File: config.mk
export PLATFORM = sky130hd
export DESIGN_NAME = dvi_tmds_encoder
export DESIGN_NICKNAME = d
export VERILOG_FILES = /design/src/rtl/dvi_pkg.sv /design/src/rtl/tmds_channel_encoder.sv /design/src/rtl/dvi_tmds_encoder.sv
export SDC_FILE = /design/constraint.sdc
export NUM_CORES = 1
export LEC_CHECK = 0
export ABC_CLOCK_PERIOD_IN_PS = 12600
export CAP_MARGIN = 40
export CORE_MARGIN = 10
export CORE_UTILIZATION = 40
export CTS_BUF_LIST = sky130_fd_sc_hd__clkbuf_8
export DETAILED_ROUTE_END_ITERATION = 8
export HOLD_SLACK_MARGIN = 0.15
export SLEW_MARGIN = 10
export SYNTH_ARGS = -nofsm -noshare
export SYNTH_HDL_FRONTEND = slang
export SYNTH_SLANG_ARGS = --single-unit
File: constraint.sdc
create_clock -name clk_rgb -period 12.6 [get_ports clk_rgb]
set_input_delay 1.89 -clock clk_rgb [delete_from_list [all_inputs] [get_ports clk_rgb]]
set_output_delay 1.89 -clock clk_rgb [all_outputs]
set_load 0.05 [all_outputs]
File: src/rtl/dvi_pkg.sv
// Shared TMDS definitions: control tokens, symbol type, encoding modes and
// small combinational helpers used by every DVI channel encoder.
package dvi_pkg;

  typedef logic [9:0] tmds_symbol_t;

  localparam tmds_symbol_t CTL_TOKEN_00 = 10'b1101010100;
  localparam tmds_symbol_t CTL_TOKEN_01 = 10'b0010101011;
  localparam tmds_symbol_t CTL_TOKEN_10 = 10'b0101010100;
  localparam tmds_symbol_t CTL_TOKEN_11 = 10'b1010101011;

  // Stage-2 symbol selection, one per DC-balance decision branch
  typedef enum logic [1:0] {
    ENC_CTRL    = 2'd0,
    ENC_BALANCE = 2'd1,
    ENC_INVERT  = 2'd2,
    ENC_PASS    = 2'd3
  } enc_mode_t;

  function automatic logic [3:0] popcount8(input logic [7:0] v);
    logic [3:0] n;
    n = '0;
    for (int unsigned i = 0; i < 8; i++) begin
      n = n + {3'b000, v[i]};
    end
    return n;
  endfunction

  function automatic tmds_symbol_t ctl_token(input logic [1:0] c);
    tmds_symbol_t t;
    unique case (c)
      2'b00:   t = CTL_TOKEN_00;
      2'b01:   t = CTL_TOKEN_01;
      2'b10:   t = CTL_TOKEN_10;
      default: t = CTL_TOKEN_11;
    endcase
    return t;
  endfunction

endpackage

File: src/rtl/tmds_channel_encoder.sv
// One DVI TMDS channel: stage 1 transition-minimising 8->9 bit coding,
// stage 2 DC-balancing 9->10 bit coding with a signed running disparity.
module tmds_channel_encoder
  import dvi_pkg::*;
#(
  parameter int CNT_WIDTH = 5
) (
  input  logic       clk_rgb,
  input  logic       rst_n,
  input  logic       ce,
  input  logic [7:0] d,
  input  logic [1:0] c,
  input  logic       de,
  output logic [9:0] q
);

  localparam logic signed [CNT_WIDTH-1:0] TWO     = CNT_WIDTH'(2);
  localparam logic signed [CNT_WIDTH-1:0] CNT_MAX = CNT_WIDTH'(10);
  localparam logic signed [CNT_WIDTH-1:0] CNT_MIN = -CNT_MAX;

  // Stage 1: 8 -> 9 bit transition minimisation
  logic [3:0] n1_d;
  logic       use_xnor;
  logic [8:0] q_m_d;

  always_comb begin
    n1_d     = popcount8(d);
    use_xnor = (n1_d > 4'd4) || ((n1_d == 4'd4) && !d[0]);
    q_m_d    = '0;
    q_m_d[0] = d[0];
    for (int unsigned i = 1; i < 8; i++) begin
      q_m_d[i] = use_xnor ? ~(q_m_d[i-1] ^ d[i]) : (q_m_d[i-1] ^ d[i]);
    end
    q_m_d[8] = ~use_xnor;
  end

  logic [8:0] q_m_r;
  logic       de_r;
  logic [1:0] c_r;

  always_ff @(posedge clk_rgb or negedge rst_n) begin
    if (!rst_n) begin
      q_m_r <= '0;
      de_r  <= 1'b0;
      c_r   <= '0;
    end else if (ce) begin
      q_m_r <= q_m_d;
      de_r  <= de;
      c_r   <= c;
    end
  end

  // Stage 2: DC balance against the running disparity
  logic [3:0]                  n1_q;
  logic signed [CNT_WIDTH-1:0] diff;
  logic signed [CNT_WIDTH-1:0] cnt;
  logic signed [CNT_WIDTH-1:0] cnt_nxt;
  logic                        cnt_pos, cnt_neg, diff_pos, diff_neg;
  enc_mode_t                   mode;
  tmds_symbol_t                q_nxt;

  always_comb begin
    n1_q     = popcount8(q_m_r[7:0]);
    // N1 - N0 == 2*N1 - 8, taken modulo 2^CNT_WIDTH
    diff     = CNT_WIDTH'({n1_q, 1'b0}) - CNT_WIDTH'(8);
    cnt_neg  = cnt[CNT_WIDTH-1];
    cnt_pos  = !cnt[CNT_WIDTH-1] && (cnt != '0);
    diff_neg = diff[CNT_WIDTH-1];
    diff_pos = !diff[CNT_WIDTH-1] && (diff != '0);

    if (!de_r) begin
      mode = ENC_CTRL;
    end else if ((cnt == '0) || (diff == '0)) begin
      mode = ENC_BALANCE;
    end else if ((cnt_pos && diff_pos) || (cnt_neg && diff_neg)) begin
      mode = ENC_INVERT;
    end else begin
      mode = ENC_PASS;
    end

    q_nxt   = ctl_token(c_r);
    cnt_nxt = '0;
    unique case (mode)
      ENC_CTRL: begin
        q_nxt   = ctl_token(c_r);
        cnt_nxt = '0;
      end
      ENC_BALANCE: begin
        q_nxt   = {~q_m_r[8], q_m_r[8], q_m_r[8] ? q_m_r[7:0] : ~q_m_r[7:0]};
        cnt_nxt = q_m_r[8] ? (cnt + diff) : (cnt - diff);
      end
      ENC_INVERT: begin
        q_nxt   = {1'b1, q_m_r[8], ~q_m_r[7:0]};
        cnt_nxt = cnt - diff + (q_m_r[8] ? TWO : '0);
      end
      default: begin
        q_nxt   = {1'b0, q_m_r[8], q_m_r[7:0]};
        cnt_nxt = cnt + diff - (q_m_r[8] ? '0 : TWO);
      end
    endcase
  end

  always_ff @(posedge clk_rgb or negedge rst_n) begin
    if (!rst_n) begin
      q   <= CTL_TOKEN_00;
      cnt <= '0;
    end else if (ce) begin
      q   <= q_nxt;
      cnt <= cnt_nxt;
    end
  end

  // Any value outside +/-10 means the balance rules were broken upstream
  cnt_in_range_a: assert property (@(posedge clk_rgb) disable iff (!rst_n)
                                   (cnt >= CNT_MIN) && (cnt <= CNT_MAX));

endmodule

File: src/rtl/dvi_tmds_encoder.sv
// DVI 1.0 TMDS encoder: three independent channel encoders, 2-cycle latency;
// sync polarity option and control mapping (hs/vs only on blue channel).
module dvi_tmds_encoder
  import dvi_pkg::*;
#(
  parameter int   CNT_WIDTH          = 5,
  parameter logic SYNC_POLARITY_PASS = 1'b1
) (
  input  logic       clk_rgb,
  input  logic       rst_n,
  input  logic       ce,
  input  logic [7:0] r,
  input  logic [7:0] g,
  input  logic [7:0] b,
  input  logic       hs,
  input  logic       vs,
  input  logic       de,
  output logic [9:0] tmds_ch0,
  output logic [9:0] tmds_ch1,
  output logic [9:0] tmds_ch2
);

  logic [1:0] sync_c;

  always_comb begin
    sync_c = SYNC_POLARITY_PASS ? {vs, hs} : ~{vs, hs};
  end

  tmds_channel_encoder #(.CNT_WIDTH(CNT_WIDTH)) u_ch0 (
    .clk_rgb (clk_rgb),
    .rst_n   (rst_n),
    .ce      (ce),
    .d       (b),
    .c       (sync_c),
    .de      (de),
    .q       (tmds_ch0)
  );

  tmds_channel_encoder #(.CNT_WIDTH(CNT_WIDTH)) u_ch1 (
    .clk_rgb (clk_rgb),
    .rst_n   (rst_n),
    .ce      (ce),
    .d       (g),
    .c       (2'b00),
    .de      (de),
    .q       (tmds_ch1)
  );

  tmds_channel_encoder #(.CNT_WIDTH(CNT_WIDTH)) u_ch2 (
    .clk_rgb (clk_rgb),
    .rst_n   (rst_n),
    .ce      (ce),
    .d       (r),
    .c       (2'b00),
    .de      (de),
    .q       (tmds_ch2)
  );

endmodule

==> impl_metrics.prom <==
# TYPE chip_impl_metric gauge
chip_impl_info{name="timing.hold.worst.class",value="reg2reg"} 1
chip_impl_metric{name="synthesis.area_per_instance",unit="um2"} 10.09
chip_impl_metric{name="area.growth.synth_to_final",unit="%"} 16.13
chip_impl_metric{name="setup_viol",unit=""} 0
chip_impl_metric{name="place.gp.congestion",unit=""} 0.8289
chip_impl_metric{name="instances_no_fill",unit=""} 910
chip_impl_metric{name="post_synth_xor_area_fraction",unit="%"} 11.89
chip_impl_metric{name="grt_antenna_before_repair",unit=""} 0
chip_impl_metric{name="design.core.area",unit="mm2"} 0.01577
chip_impl_metric{name="cts_buffer_depth",unit=""} 2
chip_impl_metric{name="postSynthCellCount",unit=""} 633
chip_impl_metric{name="die-height",unit="um"} 146.3
chip_impl_info{name="highest_count_cells_in_the_layout_ignoring_fill_and_taps",value="97 x sky130_fd_sc_hd__inv_1, 63 x sky130_fd_sc_hd__ha_1, 60 x sky130_fd_sc_hd__dfrtp_1, 57 x sky130_fd_sc_hd__clkdlybuf4s50_1, 49 x sky130_fd_sc_hd__xnor2_1"} 1
chip_impl_metric{name="synth_compound_gate_area_share",unit="%"} 15.46
chip_impl_metric{name="grt_first_pass_wirelength",unit="mm"} 24.40
chip_impl_metric{name="globalRouteOverflowTotal",unit=""} 0
chip_impl_info{name="timing.critical_path.cells",value="clkdlybuf4s50_1, ha_1, inv_1, fa_1, fa_1, inv_1, fa_1, fa_1, nor3b_1, o21ai_0, a21oi_2, xnor3_1, mux2_2"} 1
chip_impl_metric{name="dr_wl_met2",unit="mm"} 6.948
chip_impl_metric{name="final.setup_skew",unit="ns"} 0.008111
chip_impl_metric{name="maximum_fanout_along_the_worst_path",unit=""} 5
chip_impl_metric{name="maxSlewHeadroom",unit="%"} 43.47
chip_impl_metric{name="clock_sinks",unit=""} 75
chip_impl_info{name="routed.top_layer",value="met4"} 1
chip_impl_info{name="path_class",value="in2reg"} 1
chip_impl_info{name="synth_top_family_by_area",value="adder cells"} 1
chip_impl_metric{name="cts-buffers-inserted",unit=""} 9
chip_impl_metric{name="fillerInstances",unit=""} 1530
chip_impl_metric{name="design.final.nets",unit=""} 821
chip_impl_metric{name="synth.distinct_cells",unit=""} 62
chip_impl_metric{name="portBuffers",unit=""} 59
chip_impl_metric{name="synthSimpleGateAreaFrac",unit="%"} 8.387
chip_impl_metric{name="ys_ff_latch",unit=""} 75
chip_impl_metric{name="timing.critical_path.slowest_cell_delay",unit="ns"} 0.49
chip_impl_info{name="category_of_the_worst_setup_path_capture_point",value="flip-flop"} 1
chip_impl_info{name="cts_root_buf",value="sky130_fd_sc_hd__clkbuf_8"} 1
chip_impl_metric{name="maxCapViolations",unit=""} 0
chip_impl_metric{name="number_of_max_slew_violations_in_the_final_report",unit=""} 0
chip_impl_metric{name="n_antenna_cell",unit=""} 0
chip_impl_metric{name="postCtsResizedCells",unit=""} 0
chip_impl_metric{name="clock_pin_slew_of_the_registers_on_the_worst_case_setup_and_hold_paths",unit="ns"} 0.08
chip_impl_info{name="run_status",value="finished, final reports clean"} 1
chip_impl_metric{name="worst_tran_pin_value",unit="ns"} 0.8480
chip_impl_metric{name="drc",unit=""} 0
chip_impl_metric{name="ratio_of_cells_with_drive_above_1_in_the_final_layout",unit="%"} 9.942
chip_impl_metric{name="period_share",unit="%"} 46.18
chip_impl_metric{name="final_period_minus_worst_setup_slack",unit="ns"} 5.819
chip_impl_metric{name="synth.yosys.seq_area_share",unit="%"} 29.69
chip_impl_info{name="cpMostUsedCell",value="sky130_fd_sc_hd__fa_1"} 1
chip_impl_metric{name="design.die.area",unit="mm2"} 0.02142
chip_impl_metric{name="floorplan.initialDensity",unit="%"} 40.49
chip_impl_metric{name="routed_wire_length_per_instance",unit="um"} 15.73
chip_impl_info{name="tritoncts_clock_tree",value="built"} 1
chip_impl_metric{name="routed-via-count",unit=""} 4623
chip_impl_metric{name="drt_first_iter_violations",unit=""} 161
chip_impl_metric{name="postRouteAntennaNets",unit=""} 0
chip_impl_metric{name="deepest_level_of_the_cts_h_tree",unit=""} 3
chip_impl_metric{name="number_of_flops_mapped_to_enable_cells_by_yosys",unit=""} 0
chip_impl_info{name="layout.cells.most_common",value="sky130_fd_sc_hd__inv_1"} 1
chip_impl_metric{name="synth-async-reset-ratio",unit="%"} 100.0
chip_impl_metric{name="pin_count",unit=""} 60
chip_impl_metric{name="numPlacedInstances",unit=""} 894
chip_impl_info{name="start_kind",value="input pin"} 1
chip_impl_metric{name="post_synth_mux_area_share",unit="%"} 2.920
chip_impl_info{name="synth_flop_cell",value="sky130_fd_sc_hd__dfrtp_1"} 1
chip_impl_metric{name="die_width",unit="um"} 146.3
chip_impl_metric{name="synth-adder-area-share",unit="%"} 24.57
chip_impl_metric{name="syn_area",unit="mm2"} 0.006385
chip_impl_metric{name="grt_resource_usage_total",unit="%"} 13.82
chip_impl_metric{name="synth.net_count",unit=""} 765
chip_impl_metric{name="post_cts.repair.setup_buffers",unit=""} 0
chip_impl_metric{name="largest_net_degree_at_the_start_of_global_routing",unit=""} 82
chip_impl_info{name="rsz0062_at_grt",value="no"} 1
chip_impl_metric{name="first_pass_iters",unit=""} 5
chip_impl_metric{name="core.rowCount",unit=""} 46
chip_impl_metric{name="fmaxAchievable",unit="MHz"} 171.9
chip_impl_info{name="crit_slowest_cell",value="sky130_fd_sc_hd__fa_1"} 1
chip_impl_metric{name="worst_ep_arrival_time",unit="ns"} 6.08
chip_impl_metric{name="regToRegSetupSlack",unit="ns"} 7.37
chip_impl_metric{name="finalWirelength",unit="mm"} 14.31
chip_impl_metric{name="first_global_vias",unit=""} 4965
chip_impl_metric{name="cts_hold_buffers_added",unit=""} 0
chip_impl_metric{name="hold_violations",unit=""} 0
chip_impl_metric{name="dp_hpwl",unit="mm"} 10.99
chip_impl_metric{name="critPathRequiredTime",unit="ns"} 12.86
chip_impl_metric{name="drt-vias-per-instance",unit=""} 5.080
chip_impl_metric{name="wl_met1",unit="mm"} 6.525
chip_impl_metric{name="insertion_delay",unit="ns"} 0.37
chip_impl_metric{name="ys.warnings.count",unit=""} 0
chip_impl_metric{name="timing.setup.tns",unit="ns"} 0
chip_impl_metric{name="route.met3.wl",unit="um"} 578
-- layer usage --
layer	vias up	GRT usage, %
met5	-	0
met4	0	4.855
met2	78	23.73
met1	2275	16.36
met3	20	3.523
li1	2250	-
-- registers in the layout (all words and copies together), names as in the netlist, 4 cells and up, named ones only --
| register | count |
|---|---|
| u_ch1.q_m_r | 9 |
| u_ch1.cnt | 4 |
| u_ch0.q | 10 |
| u_ch0.cnt | 4 |
| u_ch0.q_m_r | 9 |
| u_ch1.q | 10 |
| u_ch2.cnt | 4 |
| u_ch2.q | 10 |
| u_ch2.q_m_r | 9 |
-- worst paths after layout --
check	start	end	cells past startpoint
hold reg to reg	u_ch0.q[9]	u_ch0.q[9]	2
min in group asynchronous	rst_n	u_ch2.q_m_r[0]	1
setup reg to reg	u_ch2.q_m_r[0]	u_ch2.q[1]	13
setup / recovery	r[0]	u_ch2.q_m_r[7]	13
max in group asynchronous	rst_n	u_ch0.q[2]	2
hold / removal	u_ch0.q[9]	u_ch0.q[9]	2
-- cells by family after synthesis --
group           Yosys count
simple gates            107
flops                    75
buf+inv                 116
compound gates          144
fa+ha+maj               102
xor+xnor                 72
mux                      17
-- cell usage after synthesis (all sizes together), types with 6 or more instances --
cell / count / area [um2]
fa: 39 / 780.8
a21oi: 45 / 247.8
xnor2: 49 / 429.2
nor2b: 7 / 43.79
clkbuf: 15 / 56.30
mux2: 13 / 146.4
xnor3: 6 / 135.1
a31oi: 8 / 50.05
nor3b: 7 / 52.55
o21ai: 34 / 207.7
a21o: 6 / 45.04
dfstp: 15 / 394.1
nor2: 35 / 131.4
o211ai: 8 / 60.06
dfrtp: 60 / 1501
xor2: 14 / 122.6
inv: 96 / 360.4
nand3: 11 / 55.05
nand2: 24 / 90.09
ha: 63 / 788.3
a22o: 10 / 87.58
-- critical path, delay by kind of cell --
family	cells	cell delay (ns)
xor gates and xnor gates	1	0.37
AOI/OAI and AO/OA	2	0.51
muxes	1	0.26
and+or+nand+nor	1	0.30
buffers and inverters	3	0.58
adders and majority gates	5	2.17
-- per-stage QoR --
stage | hold slack (ns) | cell area [um2] | util [%] | setup WS [ns]
finish | 0.4909 | 7415 | 47.02 | 6.781
global route | 0.5109 | 7415 | 47.02 | 6.671
CTS | 0.4938 | 7415 | 47.02 | 6.819
detailed placement | 0.4786 | 7211 | 45.72 | 6.398
global placement | 0.4786 | 7183 | 45.55 | 6.626
floorplan | 0.4423 | 6385 | - | 7.203
-- layout make-up --
class / instances / area, um2 / share of cell area (%)
sequential: 75 / 1896 / 25.57
inverter: 97 / 364.1 / 4.911
multi-input combinational: 442 / 4040 / 54.49
clock buffer: 11 / 151.4 / 2.042
timing repair buffer: 64 / 640.6 / 8.640
tap: 216 / 270.3 / 3.645
clock inverter: 5 / 52.55 / 0.7087
Power is not shown: default switching activity piles up to over one toggle a cycle in this logic, so the estimate is an artifact.
